<file path="config.mk">
export PLATFORM = sky130hd
export DESIGN_NAME = demux2_stream_flat
export DESIGN_NICKNAME = d
export VERILOG_FILES = /design/src/rtl/demux2_stream_pkg.sv /design/src/rtl/demux2_stream_if.sv /design/src/rtl/demux2_stream_slot.sv /design/src/rtl/demux2_stream.sv /design/src/flat_wrapper.sv
export SDC_FILE = /design/constraint.sdc
export NUM_CORES = 1
export LEC_CHECK = 0
export ABC_AREA = 1
export CORE_MARGIN = 4
export CORE_UTILIZATION = 48
export DETAILED_ROUTE_END_ITERATION = 10
export GPL_ROUTABILITY_DRIVEN = 0
export PLACE_DENSITY = 0.79
export REMOVE_ABC_BUFFERS = 1
export SYNTH_ARGS = -nofsm -noshare
export SYNTH_HDL_FRONTEND = slang
export SYNTH_SLANG_ARGS = --single-unit
</file>
<file path="constraint.sdc">
create_clock -name CK -period 2.1 [get_ports CK]
set_input_delay 0.525 -clock CK [delete_from_list [all_inputs] [get_ports CK]]
set_output_delay 0.525 -clock CK [all_outputs]
set_load 0.05 [all_outputs]
</file>
<file path="src/rtl/demux2_stream_pkg.sv">
`default_nettype none
// +------------------------------------------------------------------+
// | Package  : demux2_pkg                                            |
// | Purpose  : shared defaults and port-index constants for the      |
// |            registered 1-to-2 stream demultiplexer                |
// | Revision : 1.0  initial release                                  |
// +------------------------------------------------------------------+
package demux2_pkg;
  localparam int DEFAULT_WIDTH     = 8;
  localparam int DEFAULT_CNT_WIDTH = 16;

  // Select value that steers a beat to each output port
  localparam logic PORT0 = 1'b0;
  localparam logic PORT1 = 1'b1;
endpackage
`default_nettype wire

</file>
<file path="src/rtl/demux2_stream_if.sv">
`default_nettype none
// +------------------------------------------------------------------+
// | Interface: demux2_stream_if                                      |
// | Purpose  : input stream, two output streams and status of the    |
// |            1-to-2 stream demultiplexer                           |
// | Revision : 1.0  initial release                                  |
// +------------------------------------------------------------------+
interface demux2_stream_if #(
  parameter int WIDTH     = demux2_pkg::DEFAULT_WIDTH,
  parameter int CNT_WIDTH = demux2_pkg::DEFAULT_CNT_WIDTH
);
  logic [WIDTH-1:0]     D;
  logic                 SL;
  logic                 VLD_IN;
  logic                 RDY_IN;
  logic [WIDTH-1:0]     Z0;
  logic                 VLD0;
  logic                 RDY0;
  logic [WIDTH-1:0]     Z1;
  logic                 VLD1;
  logic                 RDY1;
  logic [CNT_WIDTH-1:0] CNT0;
  logic [CNT_WIDTH-1:0] CNT1;
  logic                 SL_ERR;

  // Producer / consumer side: drives the input beat and the consumer readies
  modport master (
    output D, SL, VLD_IN, RDY0, RDY1,
    input  RDY_IN, Z0, VLD0, Z1, VLD1, CNT0, CNT1, SL_ERR
  );

  // Demultiplexer side
  modport slave (
    input  D, SL, VLD_IN, RDY0, RDY1,
    output RDY_IN, Z0, VLD0, Z1, VLD1, CNT0, CNT1, SL_ERR
  );
endinterface
`default_nettype wire

</file>
<file path="src/rtl/demux2_stream_slot.sv">
`default_nettype none
// +------------------------------------------------------------------+
// | Module   : demux_slot                                            |
// | Purpose  : one-entry output holding register with valid/ready,   |
// |            free flag and accepted-beat counter                   |
// | Revision : 1.0  initial release                                  |
// +------------------------------------------------------------------+
module demux_slot #(
  parameter int WIDTH     = demux2_pkg::DEFAULT_WIDTH,
  parameter int CNT_WIDTH = demux2_pkg::DEFAULT_CNT_WIDTH
) (
  input  wire logic                 clk,
  input  wire logic                 rst,
  input  wire logic                 load,
  input  wire logic [WIDTH-1:0]     din,
  input  wire logic                 rdy,
  output logic      [WIDTH-1:0]     dout,
  output logic                      vld,
  output logic      [CNT_WIDTH-1:0] cnt,
  output logic                      free
);
  // Slot can take a beat when empty or when it is being drained this cycle
  assign free = !vld || rdy;

  // Holding register: load wins over drain; data changes only on a load
  always_ff @(posedge clk or posedge rst) begin
    if (rst) begin
      dout <= '0;
      vld  <= 1'b0;
      cnt  <= '0;
    end else if (load) begin
      dout <= din;
      vld  <= 1'b1;
      cnt  <= cnt + 1'b1;
    end else if (vld && rdy) begin
      vld  <= 1'b0;
    end
  end
endmodule
`default_nettype wire

</file>
<file path="src/rtl/demux2_stream.sv">
`default_nettype none
// +------------------------------------------------------------------+
// | Module   : demux2_stream                                         |
// | Purpose  : registered 1-to-2 stream demultiplexer; steers each   |
// |            input beat to port 0 or 1 by SL, flags unknown SL     |
// | Revision : 1.0  initial release                                  |
// +------------------------------------------------------------------+
module demux2_stream #(
  parameter int WIDTH     = demux2_pkg::DEFAULT_WIDTH,
  parameter int CNT_WIDTH = demux2_pkg::DEFAULT_CNT_WIDTH
) (
  input wire logic         CK,
  input wire logic         RST,
  demux2_stream_if.slave   bus
);
  import demux2_pkg::*;

  logic sl_unknown;
  logic free0;
  logic free1;
  logic accept;
  logic load0;
  logic load1;
  logic sl_err;

  // Case inequality catches X/Z on SL in four-state simulation; a real
  // netlist only ever sees 0/1 here, so this term is constant false there
  assign sl_unknown = (bus.SL !== PORT0) && (bus.SL !== PORT1);

  // Ready depends only on the selected slot, never on VLD_IN
  assign bus.RDY_IN = !RST && !sl_unknown &&
                      ((bus.SL == PORT1) ? free1 : free0);

  assign accept = bus.VLD_IN && bus.RDY_IN;
  assign load0  = accept && (bus.SL == PORT0);
  assign load1  = accept && (bus.SL == PORT1);

  demux_slot #(.WIDTH(WIDTH), .CNT_WIDTH(CNT_WIDTH)) u_slot0 (
    .clk  (CK),
    .rst  (RST),
    .load (load0),
    .din  (bus.D),
    .rdy  (bus.RDY0),
    .dout (bus.Z0),
    .vld  (bus.VLD0),
    .cnt  (bus.CNT0),
    .free (free0)
  );

  demux_slot #(.WIDTH(WIDTH), .CNT_WIDTH(CNT_WIDTH)) u_slot1 (
    .clk  (CK),
    .rst  (RST),
    .load (load1),
    .din  (bus.D),
    .rdy  (bus.RDY1),
    .dout (bus.Z1),
    .vld  (bus.VLD1),
    .cnt  (bus.CNT1),
    .free (free1)
  );

  // Sticky flag: a valid beat presented with an unknown select
  always_ff @(posedge CK or posedge RST) begin
    if (RST) begin
      sl_err <= 1'b0;
    end else if (bus.VLD_IN && sl_unknown) begin
      sl_err <= 1'b1;
    end
  end

  assign bus.SL_ERR = sl_err;
endmodule
`default_nettype wire

</file>
<file path="src/flat_wrapper.sv">
// flat-port wrapper written by rule: the top's interface ports become plain ports
module demux2_stream_flat import demux2_pkg::*;
#(
  parameter int WIDTH     = demux2_pkg::DEFAULT_WIDTH,
  parameter int CNT_WIDTH = demux2_pkg::DEFAULT_CNT_WIDTH
)
  (CK, RST, bus_D, bus_SL, bus_VLD_IN, bus_RDY0, bus_RDY1, bus_RDY_IN, bus_Z0, bus_VLD0, bus_Z1, bus_VLD1, bus_CNT0, bus_CNT1, bus_SL_ERR);
  demux2_stream_if #(.WIDTH(WIDTH), .CNT_WIDTH(CNT_WIDTH)) bus_i ();
  input wire logic CK;
  input wire logic RST;
  input wire logic [$bits(bus_i.D)-1:0] bus_D;
  input wire logic [$bits(bus_i.SL)-1:0] bus_SL;
  input wire logic [$bits(bus_i.VLD_IN)-1:0] bus_VLD_IN;
  input wire logic [$bits(bus_i.RDY0)-1:0] bus_RDY0;
  input wire logic [$bits(bus_i.RDY1)-1:0] bus_RDY1;
  output wire logic [$bits(bus_i.RDY_IN)-1:0] bus_RDY_IN;
  output wire logic [$bits(bus_i.Z0)-1:0] bus_Z0;
  output wire logic [$bits(bus_i.VLD0)-1:0] bus_VLD0;
  output wire logic [$bits(bus_i.Z1)-1:0] bus_Z1;
  output wire logic [$bits(bus_i.VLD1)-1:0] bus_VLD1;
  output wire logic [$bits(bus_i.CNT0)-1:0] bus_CNT0;
  output wire logic [$bits(bus_i.CNT1)-1:0] bus_CNT1;
  output wire logic [$bits(bus_i.SL_ERR)-1:0] bus_SL_ERR;
  assign bus_i.D = bus_D;
  assign bus_i.SL = bus_SL;
  assign bus_i.VLD_IN = bus_VLD_IN;
  assign bus_i.RDY0 = bus_RDY0;
  assign bus_i.RDY1 = bus_RDY1;
  assign bus_RDY_IN = bus_i.RDY_IN;
  assign bus_Z0 = bus_i.Z0;
  assign bus_VLD0 = bus_i.VLD0;
  assign bus_Z1 = bus_i.Z1;
  assign bus_VLD1 = bus_i.VLD1;
  assign bus_CNT0 = bus_i.CNT0;
  assign bus_CNT1 = bus_i.CNT1;
  assign bus_SL_ERR = bus_i.SL_ERR;
  demux2_stream #(.WIDTH(WIDTH), .CNT_WIDTH(CNT_WIDTH)) u_core (.CK(CK), .RST(RST), .bus(bus_i));
endmodule
</file>
After elaboration in Yosys (flattened, before gate mapping)

Cells that the tools add are included.

$add $sub $neg: 2
Equality and inequality tests: 2
Muxes and demuxes: 5
Bitwise operators: 1
Reduce and logical (&&, ||, !) cells: 17

Operators by type and width:

| cell                                                             | count |
|---|---|
| 16-bit by 1-bit adder with 16-bit output (second input constant) | 2 |
| 1-bit logical AND                                                | 9 |
| 1-bit 2-to-1 mux                                                 | 5 |
| 1-bit logical NOT                                                | 4 |
| 2-bit nonzero test                                               | 2 |
| 1-bit logical OR                                                 | 2 |
| 1-bit !== test (second input constant)                           | 2 |
| 1-bit inverter                                                   | 1 |

Register bits after elaboration: 51
Output and inout bits: 52

Logic depth before layout (Yosys ltp)

Gate-level depths: netlist of run 1.

Word-level depth: 8
Depth in mapped cells: 9

Cells and area by module

A second synthesis of run 1 with hierarchy kept.

Cell total of the unflattened synthesis: 291
Area total of the unflattened synthesis: 2412.3 um2

Modules (own cells, without submodules):

| module        | times used | cells an instance | area each (um2) | seq. area each (um2) |
|---|---|---|---|---|
| demux_slot    | 2          | 140               | 1179.9          | 625.6 |
| demux2_stream | 1          | 11                | 52.6            | 0.0 |

Least setup slack after synthesis of run 1

OpenSTA, ideal clock, no wires.

Path kind: in2reg
From: in RST
To: reg u_core.u_slot1.cnt[14]
Library setup time: 65 ps
Arrival: 2403 ps
Slack: -368 ps
Stages: 6
Cells stage by stage: inv_1 > nand4_1 > clkinv_1 > buf_2 > nand3_1 > nand2_1

Longest elaborated chain between the ends: 5

Ends and longest elaborated chain:

| element                        | line                     | RTL |
|---|---|---|
| from (decl)                    | flat_wrapper.sv:10       | `input wire logic RST;` |
| 1-bit logical NOT              | demux2_stream.sv:31      | `assign bus.RDY_IN = !RST && !sl_unknown &&` |
| 1-bit logical AND (2 in a row) | demux2_stream.sv:31      |  |
| 1-bit logical AND              | demux2_stream.sv:34      | `assign accept = bus.VLD_IN && bus.RDY_IN;` |
| 1-bit logical AND              | demux2_stream.sv:36      | `assign load1 = accept && (bus.SL == PORT1);` |
| to (signal assigned)           | demux2_stream_slot.sv:34 | `cnt <= cnt + 1'b1;` |
| to (decl)                      | demux2_stream_slot.sv:19 | `output logic [CNT_WIDTH-1:0] cnt,` |

No other way between the ends.
A chain may end at the register's enable or synchronous reset.

Worst setup path after layout of run 1

From: reg u_core.u_slot1.cnt[5]
To: out bus_CNT1[5]

RTL lines:

| element   | line               | RTL |
|---|---|---|
| to (decl) | flat_wrapper.sv:22 | `output wire logic [$bits(bus_i.CNT1)-1:0] bus_CNT1;` |

No word-level cell between the ends.

==> results of run 1 <==
==> cells by family after synthesis <==
| logic type | Yosys count | synth area share |
|---|---|---|
| AO/OA/AOI/OAI | 15 | 0.0362 |
| other | 1 | 0.00151 |
| AND/OR/NAND/NOR | 201 | 0.331 |
| flip-flops | 50 | 0.503 |
| buffers and inverters | 33 | 0.0614 |
| XOR/XNOR | 16 | 0.0563 |
| adder cells (fa/ha/maj) | 2 | 0.0101 |
==> state kept, by name, summed over array words and instances, names as in the netlist <==
signal               count
u_core.u_slot0.vld       1
u_core.u_slot0.dout      8
u_core.u_slot0.cnt      16
u_core.u_slot1.vld       1
u_core.u_slot1.dout      8
u_core.u_slot1.cnt      16
==> what timing repair did <==
action,in CTS,in global routing
setup buffers,0,2
pin swaps,0,1
endpoints found under the setup margin,1,8
endpoints found under the hold margin,0,0
gates resized for setup,2,8
==> worst paths after layout <==
kind | endpoint | slack, ns
min in group asynchronous | u_core.u_slot0.cnt[14]$_DFFE_PP0P_ | 0.66
max | bus_CNT1[5] | 0.06
max in group asynchronous | u_core.u_slot0.dout[2]$_DFFE_PP0P_ | 0.99
min reg2reg | u_core.u_slot0.dout[6]$_DFFE_PP0P_ | 0.49
min | u_core.u_slot0.dout[6]$_DFFE_PP0P_ | 0.49
max reg2reg | u_core.u_slot0.cnt[10]$_DFFE_PP0P_ | 0.56
==> final cells by class <==
| class | count | area share |
|---|---|---|
| timing repair buffer | 75 | 0.219 |
| clock inverter | 1 | 0.00150 |
| multi-input combinational | 235 | 0.326 |
| tap | 67 | 0.0251 |
| sequential | 50 | 0.374 |
| inverter | 25 | 0.0281 |
| clock buffer | 7 | 0.0258 |
==> synthesized netlist by cell type, types with 2 or more instances <==
master	count	share of area
o21ai_0	10	0.020
inv_1	23	0.035
xor2_1	9	0.032
nor2_1	30	0.045
buf_6	2	0.0091
nand2_1	140	0.21
buf_2	2	0.0040
ha_1	2	0.010
buf_4	3	0.0091
nand3_1	15	0.030
nand4_1	9	0.023
nand3b_1	3	0.0091
o21ai_2	4	0.014
xnor2_1	7	0.025
dfrtp_1	50	0.50
==> routing by layer <==
metal | up-vias | GRT usage | routed length, um
met4 | 0 | 0.0405 | 45
met5 | - | 0 | 0
met2 | 48 | 0.359 | 2870
li1 | 1129 | - | -
met3 | 6 | 0.0474 | 290
met1 | 1071 | 0.229 | 2470
==> stage by stage <==
stage	setup WS (ns)	utilization	setup TNS [ns]
after floorplan	-1.13	-	-31.13
after global placement	-0.00474	0.658	-0.00474
after detailed placement	-0.0598	0.658	-0.0598
after CTS	0.0103	0.678	0
after global routing	-0.00403	0.685	-0.00403
final	0.0551	0.685	0
==> report_power, final <==
group / switching, W / internal, W / leakage [nW]
combinational: 0.000916 / 0.000436 / 1.03
sequential: 0.000181 / 0.00113 / 0.649
clock: 0.000311 / 0.000266 / 0.0482
total: 0.00141 / 0.00183 / 1.73
==> results.tsv, run 1 <==
stage	metric	value	unit
synth	Post-synth EDFFs	0	
final_layout	most frequent cells in the layout	139 x nand2_1, 50 x dfrtp_1, 33 x clkdlybuf4s50_1	
sta	final worst path period need	2.04	ns
final_layout	# fillers	403	
global_route	first-pass GRT wire length	9900	um
die	Top Ports	66	
clocking	clock-pin transition on the worst setup and hold timing paths	0.09	ns
placed_design	Final HPWL DP	4210	um
route	Vias	2254	
synth	Syn Inst Count	318	
final_layout	commonest non-fill, non-tap cell in the layout	nand2_1	
setup_path	max incr delay on CP	0.82	ns
route	DR DRC count	0	
route	wire per inst	12.3	um
sta	Max Clk Rate	0.489	GHz
power_and_ir_drop	Tot Pwr	0.00324	W
route	Post-DRT Antenna Nets	0	
route	final wirelength	5680	um
setup_path	Levels on crit path	1	
final_layout	Area growth syn-to-layout	34.4	%
setup_path	WP data arrival	1.52	ns
die	# rows	25	
sta	worst slew pin tran	0.519	ns
clocking	Root Buffer	clkbuf_8	
setup_path	Setup crit start	u_core.u_slot1.cnt[5]$_DFFE_PP0P_	
global_route	total track usage	0.195	
clocking	clock latency on the worst-skew pair	0.30	ns
synth	ys flop type	dfrtp_1	
worst_hold_path	Hold Path Depth	2	
final_layout	layout cell share with drive strength beyond 1	0.130	
clocking	CTS sink count	50	
sta	worst hold margin	0.485	ns
setup_path	Critical Path RT	1.57	ns
worst_hold_path	Worst Hold Launch	u_core.u_slot0.dout[6]$_DFFE_PP0P_	
placed_design	placed cell count	450	
route	DRT Pass-1 Iters	4	
final_layout	FF+latch area	1250	um2
setup_path	crit path capture type	output pin	
power_and_ir_drop	leak pwr	1.73	nW
clocking	total CTS buffers	5	
final_layout	design area	3340	um2
global_route	grt total ovfl	0	
synth	Post-synth ARST share	1.00	
clocking	TritonCTS clock tree	done	
setup_path	cell chain of the critical path	clkdlybuf4s50_1	
die	Initial Utilization	0.510	
setup_path	type of origin of the critical path	flip-flop	
power_and_ir_drop	worst vdd ir	0.000938	V
setup_path	r2r startpoint	u_core.u_slot0.cnt[1]$_DFFE_PP0P_	
sta	Final Cycle Share	0.974	
sta	final setup vio count	0	
placed_design	Buffers on Ports	64	
sta	Clock Skews	0.00351	ns
global_route	largest net degree at the start of global routing	39	
clocking	Hold-fix buffers, CTS	0	
global_route	vias in the first global route	2247	
power_and_ir_drop	total power per unit cell area	969	nW/um2
die	Die X	80.0	um
setup_path	Bufs and invs on worst path	1	
clocking	Max Root-Sink Buffers	2	
worst_hold_path	worst hold path class	reg -> reg	
setup_path	kind of critical path	reg -> out	
job	Maximum Capacitance Violations	0	
die	die area	6400	um2
setup_path	Crit path max-delay family	buffers and inverters	
die	Die H	80.0	um
global_route	initial antenna violation count	0	
synth	area of the mapped netlist	2490	um2
route	initial drt markers	78	
route	vias per inst	4.90	
placed_design	Post-DP Area	3210	um2
setup_path	Worst Path Max Fanout	3	
outcome	status	complete, no violations	
synth	flops & latches, synth	50	
clocking	htree depth	2	
synth	Ys Warns	0	
synth	register area share after synthesis	0.503	
sta	Final Max Tran Viols	0	
final_layout	Layout Cells excl Fill	460	
synth	Synth cell types	24	
setup_path	r2r worst-path depth	8	
final_layout	antenna cell count	0	
final_layout	nets@finish	408	
final_layout	multi-input logic area	1090	um2
synth	Mean Syn Cell Area	7.82	um2
sta	Worst slew margin	0.653	
die	core area	4880	um2
sta	Final Hold Vio Count	0	
setup_path	Slowest cell on crit path	clkdlybuf4s50_1	
(Power assumes the default switching activity.)
==> run 2: changes to the inputs <==
--- a/config.mk
+++ b/config.mk
@@ -7,10 +7,9 @@
 export LEC_CHECK = 0
 export ABC_AREA = 1
 export CORE_MARGIN = 4
-export CORE_UTILIZATION = 48
+export CORE_UTILIZATION = 30
 export DETAILED_ROUTE_END_ITERATION = 10
 export GPL_ROUTABILITY_DRIVEN = 0
-export PLACE_DENSITY = 0.79
 export REMOVE_ABC_BUFFERS = 1
 export SYNTH_ARGS = -nofsm -noshare
 export SYNTH_HDL_FRONTEND = slang
==> results.tsv, run 2 (synthesis results as in run 1) <==
stage	metric	value	unit	change
final_layout	Area growth syn-to-layout	35.7	%	
setup_path	Critical Path RT	1.57	ns	about the same
power_and_ir_drop	worst vdd ir	0.000682	V	-27%
clocking	clock latency on the worst-skew pair	0.30	ns	about the same
placed_design	Final HPWL DP	4420	um	+5.0%
final_layout	antenna cell count	0		unchanged
final_layout	biggest regs	u_core.u_slot0.cnt: 16 flops, u_core.u_slot1.cnt: 16 flops		
setup_path	Bufs and invs on worst path	1		unchanged
clocking	number of post-CTS setup repair buffers	0		unchanged
setup_path	Worst Path Max Fanout	2		-1
clocking	htree depth	2		unchanged
route	DR top layer	met4		
setup_path	Slowest cell on crit path	clkdlybuf4s50_1		
worst_hold_path	worst hold path class	reg -> reg		
global_route	initial antenna violation count	0		unchanged
setup_path	cell chain of the critical path	clkdlybuf4s50_1		
clocking	Max Root-Sink Buffers	2		unchanged
clocking	clock-pin transition on the worst setup and hold timing paths	0.08	ns	about the same
setup_path	max incr delay on CP	0.82	ns	about the same
outcome	status	complete, no violations		
sta	final worst path period need	2.04	ns	-0.00177 ns
die	Die H	99.1	um	+24%
route	wire per inst	12.4	um	about the same
setup_path	Crit path max-delay family	buffers and inverters		
clocking	TritonCTS clock tree	done		
route	WL met3	372	um	+28%
power_and_ir_drop	leak pwr	1.71	nW	-0.86%
route	vias per inst	4.47		-8.7%
global_route	grt total ovfl	0		unchanged
setup_path	WP data arrival	1.52	ns	about the same
clocking	Root Buffer	clkbuf_8		
sta	Fin Setup TNS	0	ns	unchanged
route	metal1 wirelength	2830	um	+15%
setup_path	kind of critical path	reg -> out		
die	Top Ports	66		unchanged
route	DR DRC count	0		unchanged
sta	final setup margin	0.0568	ns	+0.00177 ns
sta	Max Clk Rate	0.489	GHz	about the same
clocking	CTS sink count	50		unchanged
power_and_ir_drop	total power per unit cell area	972	nW/um2	+0.29%
route	met2 wire length	2840	um	-1.2%
route	initial drt markers	63		-19%
sta	worst hold margin	0.482	ns	-0.00349 ns
job	Maximum Capacitance Violations	0		unchanged
final_layout	most frequent cells in the layout	140 x nand2_1, 50 x dfrtp_1, 32 x clkdlybuf4s50_1		
final_layout	nets@finish	406		-0.49%
global_route	vias in the first global route	2154		-4.1%
route	final wirelength	6090	um	+7.2%
route	Post-DRT Antenna Nets	0		unchanged
die	die area	9810	um2	+53%
die	# rows	32		+28%
route	DRT Pass-1 Iters	4		unchanged
sta	final setup vio count	0		unchanged
placed_design	dpl ws	0.0160	ns	+0.0758 ns
setup_path	type of origin of the critical path	flip-flop		
sta	Final Hold Vio Count	0		unchanged
sta	unrepaired setup endpoints after global routing	false		
sta	Final Cycle Share	0.973		about the same
final_layout	commonest non-fill, non-tap cell in the layout	nand2_1		
placed_design	Buffers on Ports	64		unchanged
sta	worst slew pin tran	0.520	ns	+0.00108 ns
sta	Clock Skews	0.00860	ns	+0.00510 ns
sta	Worst slew margin	0.652		-0.000724
global_route	largest net degree at the start of global routing	34		-13%
final_layout	layout cell share with drive strength beyond 1	0.130		+0.000664
die	core area	7890	um2	+62%
clocking	total CTS buffers	5		unchanged
final_layout	final core utilization	0.428		-0.257
setup_path	crit path capture type	output pin		
die	Die X	99.1	um	+24%
die	Initial Utilization	0.315		-0.194
global_route	first-pass GRT wire length	10300	um	+3.8%
sta	Final Max Tran Viols	0		unchanged
route	Vias	2205		-2.2%
global_route	total track usage	0.129		-0.0664
[run 2: layer usage]
| layer | up-vias | global-route usage |
|---|---|---|
| met4 | 0 | 0.0315 |
| met5 | - | 0 |
| met1 | 1025 | 0.169 |
| li1 | 1125 | - |
| met3 | 5 | 0.0375 |
| met2 | 50 | 0.210 |
[run 2: repair_timing]
item                                    CTS  global route
endpoints found under the setup margin    1             6
hold buffers                              0             0
resized for setup                         1             7
[run 2: worst paths after layout]
kind                       cells after the start                               start  slack [ns]                            endpoint
max in group asynchronous                      3                                 RST        1.03  u_core.u_slot0.cnt[10]$_DFFE_PP0P_
hold reg to reg                                2  u_core.u_slot0.dout[0]$_DFFE_PP0P_        0.48  u_core.u_slot0.dout[0]$_DFFE_PP0P_
min in group asynchronous                      3                                 RST        0.67   u_core.u_slot1.cnt[9]$_DFFE_PP0P_
setup / recovery                               1  u_core.u_slot0.dout[3]$_DFFE_PP0P_        0.06                           bus_Z0[3]
setup reg to reg                               8   u_core.u_slot0.cnt[0]$_DFFE_PP0P_        0.52  u_core.u_slot0.cnt[10]$_DFFE_PP0P_
hold / removal                                 2  u_core.u_slot0.dout[0]$_DFFE_PP0P_        0.48  u_core.u_slot0.dout[0]$_DFFE_PP0P_
[run 2: power breakdown]
group | switching [W] | total [W] | leakage [nW] | internal, W
Combinational | 0.000906 | 0.00133 | 1.01 | 0.000424
Clock | 0.000331 | 0.000633 | 0.0544 | 0.000303
Sequential | 0.000188 | 0.00132 | 0.649 | 0.00113
[run 2: worst reg2reg max path, stage by stage, from the launching register on]
cell and delay, ns:
dfrtp_1 0.44, ha_1 0.21, nand2_1 0.08, nor2_1 0.28
nand2_1 0.14, o21ai_0 0.16, nand2_1 0.06, nand2_1 0.05
nand2_1 0.04
[run 2: cell type report]
class / instances / area (um2)
Clock buffer: 7 / 96.3
Clock inverter: 1 / 8.76
Fill cell: 803 / 4510
Inverter: 25 / 93.8
Multi-Input combinational cell: 235 / 1090
Sequential cell: 50 / 1250
Tap cell: 102 / 128
Timing Repair Buffer: 73 / 709
[run 2: per-stage QoR]
stage	instance area, um2	instances	total power, W
4_1_cts	3360	493	0.00332
3_5_place_dp	3250	485	0.00269
5_1_grt	3380	493	0.00347
6_report	3380	493	0.00328
3_3_place_gp	3250	485	0.00267
2_1_floorplan	2430	310	0.00220
==> run 3: changes to the inputs <==
--- a/config.mk
+++ b/config.mk
@@ -6,6 +6,7 @@
 export NUM_CORES = 1
 export LEC_CHECK = 0
 export ABC_AREA = 1
+export CORE_ASPECT_RATIO = 0.8
 export CORE_MARGIN = 4
 export CORE_UTILIZATION = 30
 export DETAILED_ROUTE_END_ITERATION = 10
==> results.tsv, run 3 (synthesis results as in run 1) <==
stage	metric	value	unit	change
setup_path	Crit path max-delay family	buffers and inverters		
route	Post-DRT Antenna Nets	0		unchanged
sta	Max Clk Rate	0.489	GHz	-0.18%
setup_path	crit path capture type	output pin		
setup_path	r2r worst-path depth	8		unchanged
sta	unrepaired setup endpoints after global routing	false		
sta	Worst slew margin	0.574		-0.0786
power_and_ir_drop	total power per unit cell area	951	nW/um2	-2.2%
power_and_ir_drop	worst vdd ir	0.000579	V	-15%
power_and_ir_drop	Pint	0.00178	W	-4.2%
global_route	initial antenna violation count	0		unchanged
final_layout	antenna cell count	0		unchanged
clocking	htree depth	2		unchanged
sta	worst hold margin	0.478	ns	-0.00362 ns
sta	Final Max Tran Viols	0		unchanged
final_layout	commonest non-fill, non-tap cell in the layout	nand2_1		
sta	Final Hold Vio Count	0		unchanged
setup_path	Slowest cell on crit path	clkdlybuf4s50_1		
setup_path	cell chain of the critical path	clkdlybuf4s50_1		
route	DR DRC count	0		unchanged
global_route	largest net degree at the start of global routing	51		+50%
die	# rows	29		-9.4%
global_route	first-pass GRT wire length	10300	um	-0.14%
setup_path	Bufs and invs on worst path	1		unchanged
power_and_ir_drop	Clock power frac	0.172		-0.021
sta	worst slew pin tran	0.640	ns	+0.119 ns
die	Die X	110	um	+11%
setup_path	Critical Path RT	1.57	ns	about the same
clocking	TritonCTS clock tree	done		
sta	final setup vio count	0		unchanged
setup_path	max incr delay on CP	0.82	ns	about the same
clocking	clock latency on the worst-skew pair	0.30	ns	about the same
route	vias per inst	4.36		-2.5%
sta	Final Cycle Share	0.975		+0.00175
route	final wirelength	5950	um	-2.3%
final_layout	biggest regs	u_core.u_slot0.cnt: 16 flops, u_core.u_slot1.cnt: 16 flops		
outcome	status	complete, no violations		
setup_path	kind of critical path	reg -> out		
placed_design	Post-DP Area	3250	um2	-0.15%
setup_path	Levels on crit path	1		unchanged
sta	Clock Skews	0.0104	ns	+0.00182 ns
final_layout	Area growth syn-to-layout	34.7	%	
die	Initial Utilization	0.310		-0.00517
setup_path	type of origin of the critical path	flip-flop		
worst_hold_path	Hold Path Depth	2		unchanged
route	wire per inst	11.9	um	-3.5%
final_layout	design area	3350	um2	-0.74%
final_layout	layout cell share with drive strength beyond 1	0.130		unchanged
worst_hold_path	worst hold path class	reg -> reg		
clocking	total CTS buffers	5		unchanged
die	die area	9820	um2	about the same
clocking	clock-pin transition on the worst setup and hold timing paths	0.10	ns	+0.02 ns
sta	final setup margin	0.0532	ns	-0.00368 ns
job	Maximum Capacitance Violations	0		unchanged
global_route	total track usage	0.134		+0.00453
die	core area	8020	um2	+1.7%
power_and_ir_drop	switching pwr	0.00141	W	-1.4%
route	DRT Pass-1 Iters	4		unchanged
clocking	CTS sink count	50		unchanged
clocking	Max Root-Sink Buffers	2		unchanged
final_layout	# fillers	788		-1.9%
placed_design	Buffers on Ports	64		unchanged
placed_design	dpl ws	-0.0336	ns	-0.0496 ns
power_and_ir_drop	sequential share of power	0.412		+0.010
die	Top Ports	66		unchanged
power_and_ir_drop	Comb pwr share	0.415		+0.010
final_layout	most frequent cells in the layout	140 x nand2_1, 50 x dfrtp_1, 32 x buf_4		
power_and_ir_drop	switching power share of the total	0.441		+0.00707
power_and_ir_drop	leak pwr	1.69	nW	-1.1%
clocking	Root Buffer	clkbuf_8		
sta	final worst path period need	2.05	ns	+0.00368 ns
setup_path	Worst Path Max Fanout	3		+1
final_layout	nets@finish	407		+0.25%
route	Vias	2175		-1.4%
final_layout	final core utilization	0.418		-0.0101
global_route	vias in the first global route	2173		+0.88%
route	initial drt markers	79		+25%
global_route	grt total ovfl	0		unchanged
setup_path	WP data arrival	1.52	ns	about the same
die	Die H	89.4	um	-9.7%
placed_design	Final HPWL DP	4400	um	-0.46%
run 3: area by class of cell:
| cell class | count | area [um2] | area share |
|---|---|---|---|
| Clock inverter | 2 | 15.0 | 0.00448 |
| Sequential cell | 50 | 1250 | 0.373 |
| Inverter | 25 | 93.8 | 0.0280 |
| Timing Repair Buffer | 74 | 703 | 0.210 |
| Tap cell | 108 | 135 | 0.0403 |
| Multi-Input combinational cell | 235 | 1080 | 0.323 |
| Clock buffer | 5 | 68.8 | 0.0205 |
run 3: path summary, 6_finish.rpt:
check	from	to	slack (ns)
setup reg to reg	u_core.u_slot0.cnt[0]$_DFFE_PP0P_	u_core.u_slot0.cnt[10]$_DFFE_PP0P_	0.52
min in group asynchronous	RST	u_core.u_slot1.dout[5]$_DFFE_PP0P_	0.79
max in group asynchronous	RST	u_core.u_slot0.cnt[10]$_DFFE_PP0P_	0.87
setup / recovery	u_core.u_slot1.cnt[5]$_DFFE_PP0P_	bus_CNT1[5]	0.05
hold / removal	u_core.u_slot0.dout[2]$_DFFE_PP0P_	u_core.u_slot0.dout[2]$_DFFE_PP0P_	0.48
hold reg to reg	u_core.u_slot0.dout[2]$_DFFE_PP0P_	u_core.u_slot0.dout[2]$_DFFE_PP0P_	0.48
run 3: tightest hold or removal path, cell delays in order, from the launching register on:
cell	delay [ns]
dfrtp_1	0.35
nand2_1	0.05
nand2_1	0.04
run 3: stage by stage:
step	TNS, ns	total power [W]	std cells
after floorplan	-31.13	0.00220	310
after global placement	0	0.00266	491
after detailed placement	-0.0336	0.00267	491
after CTS	0	0.00324	499
after global routing	0	0.00338	499
final	0	0.00319	499
run 3: repair_timing:
| item | in CTS | in global routing |
|---|---|---|
| resized for setup | 2 | 6 |
| pin swaps | 1 | 1 |
| setup endpoints to repair | 2 | 7 |
| setup buffers | 1 | 0 |
| hold buffers | 0 | 0 |
| hold endpoints to repair | 0 | 0 |
run 3: power by group through the flow:
stage          clock [W]  combinational, W  sequential [W]
2_1_floorplan          0          0.000302         0.00190
3_3_place_gp           0           0.00132         0.00133
3_5_place_dp           0           0.00134         0.00133
4_1_cts         0.000576           0.00134         0.00132
5_1_grt         0.000615           0.00142         0.00134
6_report        0.000549           0.00132         0.00131
run 3: layer usage:
metal / global-route usage / share of wire
met5: 0 / 0
met1: 0.175 / 0.47
met4: 0.0306 / 0.0067
met2: 0.220 / 0.46
met3: 0.0368 / 0.057
==> patch (config.mk and constraints of run 3) <==
`DEFAULT_WIDTH`: 8 -> 6.
--- a/src/rtl/demux2_stream_pkg.sv
+++ b/src/rtl/demux2_stream_pkg.sv
@@ -6,7 +6,7 @@
 // | Revision : 1.0  initial release                                  |
 // +------------------------------------------------------------------+
 package demux2_pkg;
-  localparam int DEFAULT_WIDTH     = 8;
+  localparam int DEFAULT_WIDTH     = 6;
   localparam int DEFAULT_CNT_WIDTH = 16;
 
   // Select value that steers a beat to each output port
Interface: changed (resized bus_D, bus_Z0 and bus_Z1); port bits go from 66 to 60. The function was not compared with the original's and may differ.
==> patch against run 3 <==
- setup slack better by 0.011 ns
- first-iteration DRC count down 22%
- utilization up 0.22 points
- final cell count down 5.0%
- sequential cell count down 4
- total power down 5.4%
- synthesized area down 5.0%
- routed wire length down 6.1%
- cell area down 5.6%
- critical path type unchanged
- critical endpoint is now bus_CNT1[0]
- highest routed layer unchanged
==> patch: results <==
[global_route]
grt_max_degree = 24
grt_pass1_wl_um = 9560

[place]
dp_cells = 466
postPlaceCellArea_sq_um = 3060
hpwl_um = 4140
port_buffers = 58

[synth]
synth_xor_area_share_pct = 5.93
synthAdderAreaFrac_pct = 1.06
ys_seq_area_share_pct = 48.7
synth.top_cells.by_count = "nand2_1, dfrtp_1, nor2_1"
synth_compound_area_share_pct = 3.18
ys_types = 23

[timing]
tightest_slew_ns = 0.521
hold_ws_ns = 0.496
fin_skew_ns = 0.0143

[finish]
fin_area_sq_um = 3160
drive_above_1_share_pct = 17.1
buffers = 69
finalNetCount = 382
n_sequential_cell = 46
multiInputGateArea_sq_um = 1060
buffer_area_share_pct = 20.2
clk_share_pct = 2.85
nMultiInputCombCells = 222

[drt]
viasPerCell = 4.31
wl_per_cell_um = 11.8

[power_and_ir_drop]
vdd_drop_max_mv = 0.514
p_leak_nw = 1.59

[status]
status = "finished, final reports clean"

[die]
taps = 105

[worst_setup_path]
critPathLaunch = "u_core.u_slot1.cnt[0]$_DFFE_PP0P_"
r2r_slack_ns = 0.57

[hold_path]
holdPathEnd = "u_core.u_slot1.dout[0]$_DFFE_PP0P_"
patch: cell count changes in the layout (fill, tap and decap cells not counted), sizes merged, moves of 2 or more:
cell,change
dfrtp,-4
o21ai,-3
nand2,-9
clkdlybuf4s50,-6
dlymetal6s2s,-2
buf,+5
nor2,-5
dlygate4sd2,-2
patch: per-layer routing:
| metal | global-route usage, % | wire, um |
|---|---|---|
| met1 | 17.9 | 2870 |
| met2 | 18.9 | 2310 |
| met3 | 4.45 | 385 |
| met4 | 2.79 | 24 |
| met5 | 0 | 0 |
patch: report_power, final:
part | leakage (nW) | internal (mW) | switching (mW)
Combinational | 0.951 | 0.397 | 0.842
Sequential | 0.599 | 1.04 | 0.180
Clock | 0.0441 | 0.235 | 0.319
Total | 1.59 | 1.67 | 1.34
patch: repair_timing:
item,4_1_cts,5_1_grt
resized for setup,1,4
endpoints found under the setup margin,1,4
buffers inserted,0,0
gates cloned,0,0
